[src/rtl/bp_pkg.sv]
// Shared sizing for the branch resolver: default queue depth, counter width
// and the occupancy width derived from a depth.
package bp_pkg;

    function automatic int bp_occ_w(input int depth);
        return $clog2(depth) + 1;
    endfunction

    localparam int BP_DEPTH = 4;
    localparam int BP_CNT_W = 8;
    localparam int BP_OCC_W = bp_occ_w(BP_DEPTH);

endpackage

[src/rtl/pred_fifo.sv]
// In-order queue of in-flight branch predictions. Clear empties the queue at
// the edge and overrides any same-cycle push or pop.
module pred_fifo
    import bp_pkg::*;
#(
    parameter int DEPTH = BP_DEPTH
) (
    input  logic i_clk,
    input  logic i_reset,
    input  logic i_push,
    input  logic i_pop,
    input  logic i_clear,
    input  logic i_din,
    output logic o_head,
    output logic o_full,
    output logic o_empty
);

    localparam int PTR_W = $clog2(DEPTH);
    localparam int OCC_W = bp_occ_w(DEPTH);

    logic             r_mem [DEPTH];
    logic [PTR_W-1:0] r_wr_ptr;
    logic [PTR_W-1:0] r_rd_ptr;
    logic [OCC_W-1:0] r_occ;

    always_ff @(posedge i_clk) begin
        if (i_reset || i_clear) begin
            r_wr_ptr <= '0;
            r_rd_ptr <= '0;
            r_occ    <= '0;
        end else begin
            if (i_push) r_wr_ptr <= r_wr_ptr + PTR_W'(1);
            if (i_pop)  r_rd_ptr <= r_rd_ptr + PTR_W'(1);
            case ({i_push, i_pop})
                2'b10:   r_occ <= r_occ + OCC_W'(1);
                2'b01:   r_occ <= r_occ - OCC_W'(1);
                default: r_occ <= r_occ;
            endcase
        end
    end

    // Storage is never reset; pointers alone define validity.
    always_ff @(posedge i_clk) begin
        if (i_push) r_mem[r_wr_ptr] <= i_din;
    end

    assign o_head  = r_mem[r_rd_ptr];
    assign o_full  = (r_occ == OCC_W'(DEPTH));
    assign o_empty = (r_occ == '0);

endmodule

[src/rtl/branch_resolver.sv]
// Matches resolving branches against queued predictions, pulses predictor
// update / flush strobes one cycle later and keeps saturating statistics.
module branch_resolver
    import bp_pkg::*;
#(
    parameter int DEPTH = BP_DEPTH,
    parameter int CNT_W = BP_CNT_W
) (
    input  logic             i_clk,
    input  logic             i_reset,
    input  logic             i_pred_valid,
    input  logic             i_pred_bit,
    input  logic             i_res_valid,
    input  logic             i_res_taken,
    output logic             o_upd_valid,
    output logic             o_taken,
    output logic             o_mispredict,
    output logic             o_full,
    output logic             o_empty,
    output logic [CNT_W-1:0] o_branch_cnt,
    output logic [CNT_W-1:0] o_mispred_cnt,
    output logic             o_err
);

    logic w_head;
    logic w_full;
    logic w_empty;
    logic w_pop;
    logic w_push;
    logic w_mis;
    logic w_overflow;
    logic w_underflow;

    logic             r_upd_valid;
    logic             r_taken;
    logic             r_mispredict;
    logic [CNT_W-1:0] r_branch_cnt;
    logic [CNT_W-1:0] r_mispred_cnt;
    logic             r_err;

    assign w_pop       = i_res_valid && !w_empty;
    assign w_push      = i_pred_valid && (!w_full || w_pop);
    assign w_mis       = w_pop && (w_head != i_res_taken);
    assign w_overflow  = i_pred_valid && w_full && !w_pop;
    assign w_underflow = i_res_valid && w_empty;

    pred_fifo #(
        .DEPTH (DEPTH)
    ) u_pred_fifo (
        .i_clk   (i_clk),
        .i_reset (i_reset),
        .i_push  (w_push),
        .i_pop   (w_pop),
        .i_clear (w_mis),
        .i_din   (i_pred_bit),
        .o_head  (w_head),
        .o_full  (w_full),
        .o_empty (w_empty)
    );

    always_ff @(posedge i_clk) begin
        if (i_reset) begin
            r_upd_valid   <= 1'b0;
            r_taken       <= 1'b0;
            r_mispredict  <= 1'b0;
            r_branch_cnt  <= '0;
            r_mispred_cnt <= '0;
            r_err         <= 1'b0;
        end else begin
            r_upd_valid  <= w_pop;
            r_mispredict <= w_mis;
            if (w_pop) r_taken <= i_res_taken;
            if (w_pop && (r_branch_cnt != '1))
                r_branch_cnt <= r_branch_cnt + CNT_W'(1);
            if (w_mis && (r_mispred_cnt != '1))
                r_mispred_cnt <= r_mispred_cnt + CNT_W'(1);
            if (w_overflow || w_underflow) r_err <= 1'b1;
        end
    end

    assign o_upd_valid   = r_upd_valid;
    assign o_taken       = r_taken;
    assign o_mispredict  = r_mispredict;
    assign o_full        = w_full;
    assign o_empty       = w_empty;
    assign o_branch_cnt  = r_branch_cnt;
    assign o_mispred_cnt = r_mispred_cnt;
    assign o_err         = r_err;

endmodule
[config.mk]
export PLATFORM = sky130hd
export DESIGN_NAME = branch_resolver
export DESIGN_NICKNAME = d
export VERILOG_FILES = /design/src/rtl/bp_pkg.sv /design/src/rtl/pred_fifo.sv /design/src/rtl/branch_resolver.sv
export SDC_FILE = /design/constraint.sdc
export NUM_CORES = 1
export LEC_CHECK = 0
export BUFFER_PORTS_ARGS = -buffer_cell sky130_fd_sc_hd__buf_2
export CORE_MARGIN = 2
export CORE_UTILIZATION = 45
export CTS_BUF_LIST = sky130_fd_sc_hd__clkbuf_2
export CTS_CLUSTER_DIAMETER = 40
export DETAILED_ROUTE_END_ITERATION = 10
export PLACE_DENSITY = 0.67
export SLEW_MARGIN = 20
export SYNTH_ARGS = -nofsm -noshare
export SYNTH_HDL_FRONTEND = slang
export SYNTH_SLANG_ARGS = --single-unit
[constraint.sdc]
create_clock -name i_clk -period 3.1 [get_ports i_clk]
set_input_delay 0.465 -clock i_clk [delete_from_list [all_inputs] [get_ports i_clk]]
set_output_delay 0.465 -clock i_clk [all_outputs]
set_load 0.02 [all_outputs]
After elaboration in Yosys (flattened, before gate mapping)
Memory sizes are Yosys's and may differ from the RTL's. A register that Yosys moved wholly into a read port is not among the register bits.
Index checks and enable logic that the tools add are counted.
Cells by class
  $mul: 0
  order comparisons: 0
  reductions and logical operators: 16
  multiplexer cells: 5
  bitwise gates (word level): 0
  eq/ne operators: 6
  add/sub/neg operators: 6
  shifts and indexed selects: 0
  div/mod/pow operators: 0
Operator list (number)
  $add A8 B1 Y8 const B: 2
  $ne A8 B8 Y1 const B: 2
  $logic_and A1 B1 Y1: 8
  $pmux W3 S2: 1
  $add A2 B1 Y2 const B: 2
  $mux W2: 2
  $add A3 B1 Y3 const B: 1
  $eq A3 B3 Y1 const B: 1
  $logic_not A1 Y1: 3
  $logic_not A3 Y1: 1
  $logic_or A1 B1 Y1: 3
  $sub A3 B1 Y3 const B: 1
  $eq A2 B1 Y1 const B: 1
  $eq A2 B2 Y1 const B: 1
  $mux W1: 2
  $reduce_bool A2 Y1: 1
  $ne A1 B1 Y1: 1
Word-level totals
  latch bits: 0
  input port bits: 6
  memory bits (writable): 4
  memories kept: 1
  output and inout port bits: 22
  register bits: 27
  ROM bits: 0
Memory list
  u_pred_fifo.r_mem: depth 4, width 1, read ports 1, clocked after memory_dff 1, wr ports 1, line pred_fifo.sv:22  | logic r_mem [DEPTH];

Depth between registers and ports, before layout
  depth after elaboration: 7
  gate-level depth with buffers: 11
  gate-level depth less buffers: 11

Hierarchy
From an unflattened synthesis, not the netlist that was laid out.
Unflattened totals
  cell total of the unflattened synthesis: 162
  area, all modules: 1520.2 sq um
Modules (own cells, without submodules)
  branch_resolver: cells each 109, times used 1, seq. area each 400.4 sq um, area each 937.1 sq um
  pred_fifo: cells each 53, times used 1, seq. area each 300.3 sq um, area each 583.1 sq um

Worst setup path after synthesis
No wires, ideal clock.
  path kind: register -> register
  from: reg u_pred_fifo.r_occ[0]
  to: reg u_pred_fifo.r_occ[2]
  arrival time: 1853 ps
  slack: 1123 ps
  stages on the path, launching flop included: 12
  library setup time: 124 ps
  buffers on the path: 0
  cell sequence: dfxtp_1 > nor2_1 > nand2_1 > o21a_1 > inv_1 > ha_1 > inv_1 > fa_1 > xor2_1 > nor2_1 > xnor2_1 > nor2_1
Between the ends
  word-level cells in the longest chain between the ends: 7
  elaborated cells between the ends (all ways): 15
  those cells by class: add/sub (2); eq/ne (3); mux (1); reduce/logical (9)
Ends and longest elaborated chain
  start: declaration: line pred_fifo.sv:25  | logic [OCC_W-1:0] r_occ;
  start signal: assignment: line pred_fifo.sv:36  | 2'b10: r_occ <= r_occ + OCC_W'(1);
  start signal: assignment: line pred_fifo.sv:37  | 2'b01: r_occ <= r_occ - OCC_W'(1);
  start signal: assignment: line pred_fifo.sv:38  | default: r_occ <= r_occ;
  $logic_not A3 Y1: line pred_fifo.sv:50  | assign o_empty = (r_occ == '0);
  $logic_not A1 Y1: line branch_resolver.sv:41  | assign w_pop = i_res_valid && !w_empty;
  $logic_and A1 B1 Y1: line branch_resolver.sv:41
  $logic_or A1 B1 Y1: line branch_resolver.sv:42  | assign w_push = i_pred_valid && (!w_full || w_pop);
  $logic_and A1 B1 Y1: line branch_resolver.sv:42
  $eq A2 B1 Y1 / $eq A2 B2 Y1 (equally long branches): line pred_fifo.sv:35  | case ({i_push, i_pop})
  $pmux W3 S2 / $reduce_bool A2 Y1 (equally long branches)
Several ways; a longest one is shown, not always the timed one.
A chain may end at the register's enable or synchronous reset.

Worst setup path after layout
  from: reg u_pred_fifo.r_occ[2]
  to: reg u_pred_fifo.r_occ[1]
Between the ends
  word-level cells in the longest chain between the ends: 7
  elaborated cells between the ends (all ways): 13
  those cells by class: eq/ne (3); mux (1); reduce/logical (9)
Ends and longest elaborated chain
  $logic_not A3 Y1 (*): line pred_fifo.sv:50
  $logic_not A1 Y1 (*): line branch_resolver.sv:41
  $logic_and A1 B1 Y1 (*): line branch_resolver.sv:41
  via u_pred_fifo.i_pop: line pred_fifo.sv:11  | input logic i_pop,
  $logic_or A1 B1 Y1: line branch_resolver.sv:42
  $logic_and A1 B1 Y1: line branch_resolver.sv:42
  $eq A2 B1 Y1 / $eq A2 B2 Y1 (equally long branches): line pred_fifo.sv:35
  $pmux W3 S2 / $reduce_bool A2 Y1 (equally long branches)
The timed path passes the listed nets; every way through them passes the cells marked *.

==> impl_metrics.yaml <==
global_route:
  grt_pass1_wl_um: 4980
  grt_max_degree: 26
  grt_overflow: 0
  antenna_found_initial: 0
  grtUsageTotal_pct: 15.8
  grt_pass1_vias: 1155
synth:
  ys_seq_area_share_pct: 45.2
  synth_edf_count: 4
  syn_area_per_cell_um2: 9.40
  synthDistinctLibCells: 36
  synthArstFlopShare_pct: 0
  yosysWarnings: 0
  synth.cell_area_um2: 1550
  synth_seq_cells: 33
  ys.flop_type: "dfxtp_1"
  postSynthNetCount: 179
  syn_inst: 165
timing:
  tns_ns: 0
  setup_viol: 0
  rsz0062_at_grt: "no"
  hold_ws_ns: 0.304
  maxSlewHeadroom_pct: 65.0
  fmax_mhz: 458
  maxSlewViolCount: 0
  finalCritPeriodShare_pct: 70.5
  layout_min_cycle_time_ns: 2.18
  hold_viol: 0
  fin_worst_skew_ns: 0.0195
  max_slew.worst_pin.slew_ns: 0.521
power_and_ir_drop:
  vdd_drop_max_v: 0.000504
  power_density_nw_per_um2: 670
  p_leak_nw: 0.771
placement:
  place_hpwl_um: 2060
  io_buffer_count: 27
  gp_congestion: 0.764
critical_path:
  r2r_slack_ns: 0.92
  max_stage_delay_ns: 0.48
  r2r-end: "u_pred_fifo.r_occ[1]$_SDFFE_PP0P_"
  startpoint_type: "register"
  worstPathCellList: "o31ai_4 > inv_1 > ha_1 > inv_1 > fa_1 > nor2_1 > a21oi_1 > nor2_1"
  crit_arrival_ns: 2.51
  critical_path_required_ns: 3.43
  crit_buf_inv: 2
  worst_setup_path_end_kind: "register"
  cp_slowest_cell: "o31ai_4"
  reg2reg_from: "u_pred_fifo.r_occ[2]$_SDFFE_PP0P_"
  path_class: "reg -> reg"
  cp_max_fo: 7
  rr_worst_depth: 8
  cp_top_family: "adder cells"
clocking:
  cts_inserted_buffers: 5
  postCtsHoldBufs: 0
  clkSlewWorstSetupHoldPaths_ns: 0.16
  cts_resized: 0
  cts_max_level: 2
  clkLatencyLatePin_ns: 0.38
  cts_setup_buffers: 0
  cts.sink_count: 33
  cts-root-buf: "clkbuf_2"
  cts_tree: "done"
  cts.path.max_buffers: 2
die:
  io_pins: 28
  start_util_pct: 46.9
  chipHeight_um: 62.7
  dieArea_um2: 3930
  die_w_um: 62.7
  coreArea_um2: 3310
  row_count: 21
min_path:
  hold_class: "in -> reg"
  min_from: "i_pred_bit"
  min_to: "u_pred_fifo.r_mem[2]$_DFFE_PP_"
  min_path_cells: 1
final_layout:
  area_growth_pct: 14.3
  n_antenna_cell: 0
  drive_gt1_share_pct: 20.8
  nets: 210
detailed_routing:
  ant_nets: 0
  met3_length_um: 154
  dr_total_vias: 1227
  met1_length_um: 1290
  dr.first_iter.drc_count: 63
  wl_um: 2770
  met2_length_um: 1300
  drc_errors: 0
  drt_pass1_iterations: 4
  via_per_inst: 5.05
  routedWlPerCell_um: 11.4
  top_layer: "met4"
run_status:
  status: "finished, final reports clean"
flow_run:
  maxCapViolations: 0
worst register-to-register path, cell delays in order, from the launching register on:
cell and delay [ns]:
dfxtp_1 0.42, o31ai_4 0.48, inv_1 0.25, ha_1 0.29, inv_1 0.07, fa_1 0.40, nor2_1 0.10, a21oi_1 0.05
nor2_1 0.08
cell usage in the layout (no fill, tap or decap), types with 2 or more instances in the layout:
master and count:
clkinv_2 2, nand2b_1 2, mux2i_1 5, dfxtp_1 29
xor2_1 6, buf_2 27, xnor2_1 5, nor2b_1 2
ha_1 7, nand2_1 10, inv_1 12, a21oi_1 8
clkbuf_2 6, nor3_1 3, nand4_1 4, mux2_1 3
o21ai_0 3, nand3_1 5, and2_1 5, and3_1 3
or3_1 2, a211oi_1 2, and4_1 2, nor2_1 27
edfxtp_1 4
cells in the mapped netlist (4+ instances only):
| library cell | count | area share, % |
|---|---|---|
| a21oi_1 | 8 | 2.6 |
| and2_1 | 5 | 2.0 |
| dfxtp_1 | 29 | 37 |
| edfxtp_1 | 4 | 7.7 |
| ha_1 | 7 | 5.6 |
| inv_1 | 12 | 2.9 |
| mux2i_1 | 5 | 3.2 |
| nand2_1 | 10 | 2.4 |
| nand3_1 | 5 | 1.6 |
| nand4_1 | 4 | 1.6 |
| nor2_1 | 27 | 6.5 |
| xnor2_1 | 5 | 2.8 |
| xor2_1 | 6 | 3.4 |
worst max path at each step:
stage                                             end  cells past startpoint  slack [ns]                               from
global placement        o_mispred_cnt[7]$_SDFFE_PP0P_                      6        0.96                        i_res_taken
detailed placement      o_mispred_cnt[7]$_SDFFE_PP0P_                      6        0.91                        i_res_taken
finish              u_pred_fifo.r_occ[1]$_SDFFE_PP0P_                      8        0.92  u_pred_fifo.r_occ[2]$_SDFFE_PP0P_
floorplan           u_pred_fifo.r_occ[2]$_SDFFE_PP0P_                     11        1.12  u_pred_fifo.r_occ[0]$_SDFFE_PP0P_
CTS                 u_pred_fifo.r_occ[1]$_SDFFE_PP0P_                      8        0.89  u_pred_fifo.r_occ[2]$_SDFFE_PP0P_
global route        u_pred_fifo.r_occ[1]$_SDFFE_PP0P_                      8        0.74  u_pred_fifo.r_occ[2]$_SDFFE_PP0P_
area by class of cell:
type                    instances  area, µm²
well taps                      46       57.6
inverters                      12       45.0
flip-flops and latches         33        701
fillers                       329       1540
repair buffers                 27        135
multi-input cells             117        795
clock inverters                 2       10.0
clock buffers                   6       30.0
logic make-up after synthesis:
logic type,synth area share (%)
xor gates and xnor gates,6.21
DFF,45.2
muxes,6.37
and+or+nand+nor,22.6
adders and majority gates,6.94
AOI/OAI and AO/OA,9.11
buffers and inverters,3.63
power by group:
group / switching [W] / leakage (nW) / total [W] / internal, W
clock: 0.000145 / 0.0327 / 0.000202 / 0.0000566
combinational: 0.000244 / 0.466 / 0.000412 / 0.000168
sequential: 0.0000722 / 0.272 / 0.000575 / 0.000502
sequential cells by signal, summed over array words and instances (netlist names), named ones only:
register	flops
o_branch_cnt	8
o_err	1
o_mispred_cnt	8
o_mispredict	1
o_taken	1
o_upd_valid	1
u_pred_fifo.r_mem	4
u_pred_fifo.r_occ	3
u_pred_fifo.r_rd_ptr	2
u_pred_fifo.r_wr_ptr	2
through the flow:
| stage | area (µm²) | utilization (%) | setup slack (ns) | std cells | total power, W |
|---|---|---|---|---|---|
| 2_1_floorplan | 1550 | - | 1.12 | 165 | 0.000895 |
| 6_report | 1770 | 53.6 | 0.916 | 243 | 0.00119 |
| 3_5_place_dp | 1730 | 52.3 | 0.910 | 235 | 0.00100 |
| 5_1_grt | 1770 | 53.6 | 0.743 | 243 | 0.00128 |
| 4_1_cts | 1770 | 53.6 | 0.893 | 243 | 0.00120 |
| 3_3_place_gp | 1730 | 52.3 | 0.963 | 235 | 0.000979 |
routing by layer:
| layer | track usage, % | vias up |
|---|---|---|
| li1 | - | 630 |
| met4 | 5.00 | 0 |
| met5 | 0 | - |
| met2 | 26.6 | 26 |
| met3 | 5.77 | 4 |
| met1 | 18.6 | 567 |
(Power assumes the default switching activity.)
